## src/rtl/d_input_debouncer.sv

```systemverilog
// d_input_debouncer: synchronises and debounces a bouncy raw input before it reaches d_flipflop.d
// Ports:
//   clk     - clock, rising edge
//   rst_n   - asynchronous active-low reset
//   d_raw   - asynchronous raw input (switch/pin)
//   d_clean - debounced registered level
//   busy    - high while a candidate level is being qualified
//   rise    - one-cycle pulse on d_clean 0->1 (DEBOUNCE_EDGE_OUT_EN only)
//   fall    - one-cycle pulse on d_clean 1->0 (DEBOUNCE_EDGE_OUT_EN only)
// Build option: define DEBOUNCE_EDGE_OUT_EN to add the rise/fall ports and their flops.
module d_input_debouncer #(
  parameter int SYNC_STAGES   = 2,
  parameter int STABLE_CYCLES = 4
) (
  input  logic clk,
  input  logic rst_n,
  input  logic d_raw,
  output logic d_clean,
  output logic busy
`ifdef DEBOUNCE_EDGE_OUT_EN
  ,
  output logic rise,
  output logic fall
`endif
);
  localparam int CNT_W = $clog2(STABLE_CYCLES + 1);
  typedef enum logic [1:0] {
    S_LOW      = 2'b00,
    S_CHK_HIGH = 2'b01,
    S_HIGH     = 2'b11,
    S_CHK_LOW  = 2'b10
  } state_t;
  state_t state, state_nx;
  logic [SYNC_STAGES-1:0] sync;
  logic [CNT_W-1:0] cnt, cnt_nx;
  logic d_sync, clean_nx, last;
  assign d_sync = sync[SYNC_STAGES-1];
  assign last = cnt == CNT_W'(STABLE_CYCLES - 1);
  always_ff @(posedge clk or negedge rst_n)
    if (!rst_n) sync <= '0;
    else sync <= {sync[SYNC_STAGES-2:0], d_raw};
  // The counter only advances in CHK states and leaves them on reaching the
  // final count, so it saturates at STABLE_CYCLES-1 without explicit clamping.
  always_comb begin
    state_nx = state;
    cnt_nx   = cnt;
    clean_nx = d_clean;
    case (state)
      S_LOW: begin
        state_nx = d_sync ? S_CHK_HIGH : S_LOW;
        cnt_nx   = d_sync ? CNT_W'(1) : '0;
      end
      S_CHK_HIGH:
        if (!d_sync) begin
          state_nx = S_LOW;
          cnt_nx   = '0;
        end else if (last) begin
          state_nx = S_HIGH;
          cnt_nx   = '0;
          clean_nx = 1'b1;
        end else cnt_nx = cnt + 1'b1;
      S_HIGH: begin
        state_nx = d_sync ? S_HIGH : S_CHK_LOW;
        cnt_nx   = d_sync ? '0 : CNT_W'(1);
      end
      default:
        if (d_sync) begin
          state_nx = S_HIGH;
          cnt_nx   = '0;
        end else if (last) begin
          state_nx = S_LOW;
          cnt_nx   = '0;
          clean_nx = 1'b0;
        end else cnt_nx = cnt + 1'b1;
    endcase
  end
  always_ff @(posedge clk or negedge rst_n)
    if (!rst_n) begin
      state   <= S_LOW;
      cnt     <= '0;
      d_clean <= 1'b0;
      busy    <= 1'b0;
    end else begin
      state   <= state_nx;
      cnt     <= cnt_nx;
      d_clean <= clean_nx;
      busy    <= state_nx == S_CHK_HIGH || state_nx == S_CHK_LOW;
    end
`ifdef DEBOUNCE_EDGE_OUT_EN
  always_ff @(posedge clk or negedge rst_n)
    if (!rst_n) begin
      rise <= 1'b0;
      fall <= 1'b0;
    end else begin
      rise <= clean_nx & ~d_clean;
      fall <= ~clean_nx & d_clean;
    end
`endif
endmodule

```

## config.mk

```make
export PLATFORM = sky130hd
export DESIGN_NAME = d_input_debouncer
export DESIGN_NICKNAME = d
export VERILOG_FILES = /design/src/rtl/d_input_debouncer.sv
export SDC_FILE = /design/constraint.sdc
export NUM_CORES = 1
export LEC_CHECK = 0
export CAP_MARGIN = 20
export CORE_AREA = 2 2 39 41
export DETAILED_ROUTE_END_ITERATION = 6
export DIE_AREA = 0 0 41 43
export GPL_TIMING_DRIVEN = 0
export PLACE_DENSITY_LB_ADDON = 0.08
export SKIP_LAST_GASP = 1
export SYNTH_ARGS = -nofsm -noshare
export SYNTH_HDL_FRONTEND = slang
export SYNTH_SLANG_ARGS = --single-unit
```

## constraint.sdc

```tcl
create_clock -name clk -period 3.3 [get_ports clk]
set_clock_uncertainty 0.1 [all_clocks]
set_input_delay 0.66 -clock clk [delete_from_list [all_inputs] [get_ports clk]]
set_output_delay 0.66 -clock clk [all_outputs]
set_load 0.1 [all_outputs]
```

==> results.json <==
{
  "status": "finished, final reports clean",
  "antenna_found_initial": 0,
  "arrival_ps": 1780,
  "share_comb_of_total_power_pct": 48.6,
  "vias": 339,
  "fin_tns_setup_ps": 0,
  "grt_usage_pct": 13.1,
  "cts_root_buf": "clkbuf_4",
  "ant_nets": 0,
  "power.density_nw_per_um2": 877,
  "dieArea_um2": 1760,
  "yosys_warnings": 0,
  "syn-num-nets": 50,
  "start_util_pct": 35.2,
  "cts_tree": "done",
  "area_growth_pct": 17.7,
  "syn_avg_cell_area_um2": 11.6,
  "routed_via_density": 5.14,
  "cts_post_setup_buffers_inserted": 0,
  "fin_crit_ps": 2540,
  "synthDistinctLibCells": 22,
  "std_cell_rows": 14,
  "p_int_uw": 283,
  "pwr-share-clk_pct": 17.9,
  "dieHeight_um": 43,
  "critPathKind": "reg2out",
  "clk_latency_ps": 270,
  "cts.repair.resized": 0,
  "slew_violations": 0,
  "hold_viol_final": 0,
  "drt_iter0_drc": 6,
  "p_sw_uw": 220,
  "core_area_um2": 1380,
  "crit_buf_inv": 1,
  "wl_per_cell_um": 13.0,
  "routabilityCongestion": 0.874,
  "hp-class": "reg2reg",
  "crit_chain": "clkdlybuf4s50_1",
  "crit_family": "buffers and inverters",
  "worst_ep_required_time_ps": 2540,
  "drv_cap": 0,
  "syn_inst": 42,
  "htree_num_levels": 1,
  "finalNetCount": 59,
  "finalPower_uw": 503,
  "grt_pass1_wl_um": 1470,
  "die_w_um": 41,
  "critPathMaxFanout": 3,
  "slowest_stage": "clkdlybuf4s50_1",
  "grt_max_degree": 10,
  "grt_pass1_vias": 352,
  "clk_path_buf_depth": 2,
  "n_antenna_cell": 0,
  "cts.clk_slew.worst_paths_ps": 70,
  "final_common_cell": "dfrtp_1",
  "fin_crit_sh_pct": 77.0,
  "slowest_delay_ps": 1140,
  "wl_um": 856,
  "synth_seq_cells": 9,
  "power_leakage_nw": 0.254,
  "placed_area_um2": 547,
  "drc": 0,
  "netSwitchingFraction_pct": 43.7,
  "setup_viol": 0,
  "hpwl_um": 608,
  "layout_common_cells": "dfrtp_1 (9), ha_1 (5), clkdlybuf4s50_1 (4)",
  "syn_area_um2": 487,
  "first_pass_iters": 2,
  "slew_headroom_pct": 35.6,
  "ir_worst_vdd_v": 0.000336,
  "final_core_util_pct": 41.4,
  "grt_overflow": 0,
  "cts_sinks": 9,
  "port_buffers": 4,
  "ys_seq_area_share_pct": 46.3,
  "fmax_ghz": 0.394,
  "crit_path_end_kind": "output pin",
  "drive_above_1_share_pct": 18.0,
  "rsz0062_at_grt": "false",
  "ctsHoldBuffers": 0,
  "io_pins": 5,
  "fillerInstances": 130,
  "numCtsBuffers": 3,
  "final_area_um2": 573,
  "start_kind": "flop",
  "pwr-share-seq_pct": 33.6,
  "worst_pin_slew_ps": 963
}
flip-flops by register name, summed over array words and instances, names as in the netlist:
name,count
busy,1
state,2
sync,2
d_clean,1
cnt,3
routing by layer:
| layer | vias up | global-route usage [%] | share of wire (%) |
|---|---|---|---|
| li1 | 165 | - | - |
| met5 | - | 0 | 0 |
| met3 | 5 | 4.71 | 4.2 |
| met4 | 0 | 10.0 | 4.0 |
| met1 | 163 | 15.7 | 45 |
| met2 | 6 | 18.1 | 46 |
power by group through the flow:
stage / Sequential [mW] / Clock (mW) / Combinational (mW)
floorplan: 0.212 / 0 / 0.150
global route: 0.173 / 0.0965 / 0.272
finish: 0.169 / 0.0898 / 0.244
CTS: 0.168 / 0.0931 / 0.248
global placement: 0.170 / 0 / 0.239
detailed placement: 0.170 / 0 / 0.246
synth_stat cells (all sizes together):
cell type,instances,share of area [%]
a31oi,2,5.7
buf,1,1.0
dfrtp,9,46
nand2,2,1.5
nor3b,1,1.5
nor2,2,1.5
xor2,1,1.8
o211ai,1,2.6
o221ai,1,3.1
o21ai,1,1.0
nand2b,3,3.9
inv,3,2.3
and3b,1,2.1
ha,5,13
o32ai,1,1.8
nand3,1,1.0
o22ai,1,1.3
nor2b,1,2.8
and3,1,1.3
nand3b,1,1.5
a21oi,3,3.1
layout make-up:
cell class | instances | area, um2 | area share, %
Tap cell | 16 | 20.0 | 3.49
Multi-Input combinational cell | 29 | 245 | 42.8
Timing Repair Buffer | 4 | 40.0 | 6.99
Sequential cell | 9 | 225 | 39.3
Buffer | 1 | 5.00 | 0.873
Inverter | 3 | 11.3 | 1.97
Clock buffer | 4 | 26.3 | 4.59
stage by stage:
stage	std cells	hold slack [ps]	worst slack, ps
after global routing	66	247	724
final	66	241	760
after floorplan	42	231	1630
after detailed placement	62	237	1050
after global placement	62	234	1060
after CTS	66	247	753
path summary, 6_finish.rpt:
path                                from  slack [ps]       to  depth (start not counted)
worst max-delay path             d_clean         760  d_clean                          1
worst min-delay path             sync[0]         240  sync[1]                          0
worst max register to register  state[0]        1670     busy                          6
worst min register to register   sync[0]         240  sync[1]                          0
max in group asynchronous          rst_n        2220   cnt[2]                          1
min in group asynchronous          rst_n         580   cnt[0]                          1
cell families (layout without fill, tap and decap cells):
logic type | after synthesis | in the layout | share of synthesized area (%)
simple gates | 13 | 13 | 17.2
compound gates | 10 | 10 | 18.5
flops | 9 | 9 | 46.3
fa+ha+maj | 5 | 5 | 12.9
buf+inv | 4 | 12 | 3.34
xor+xnor | 1 | 1 | 1.80
(Power assumes the default switching activity.)
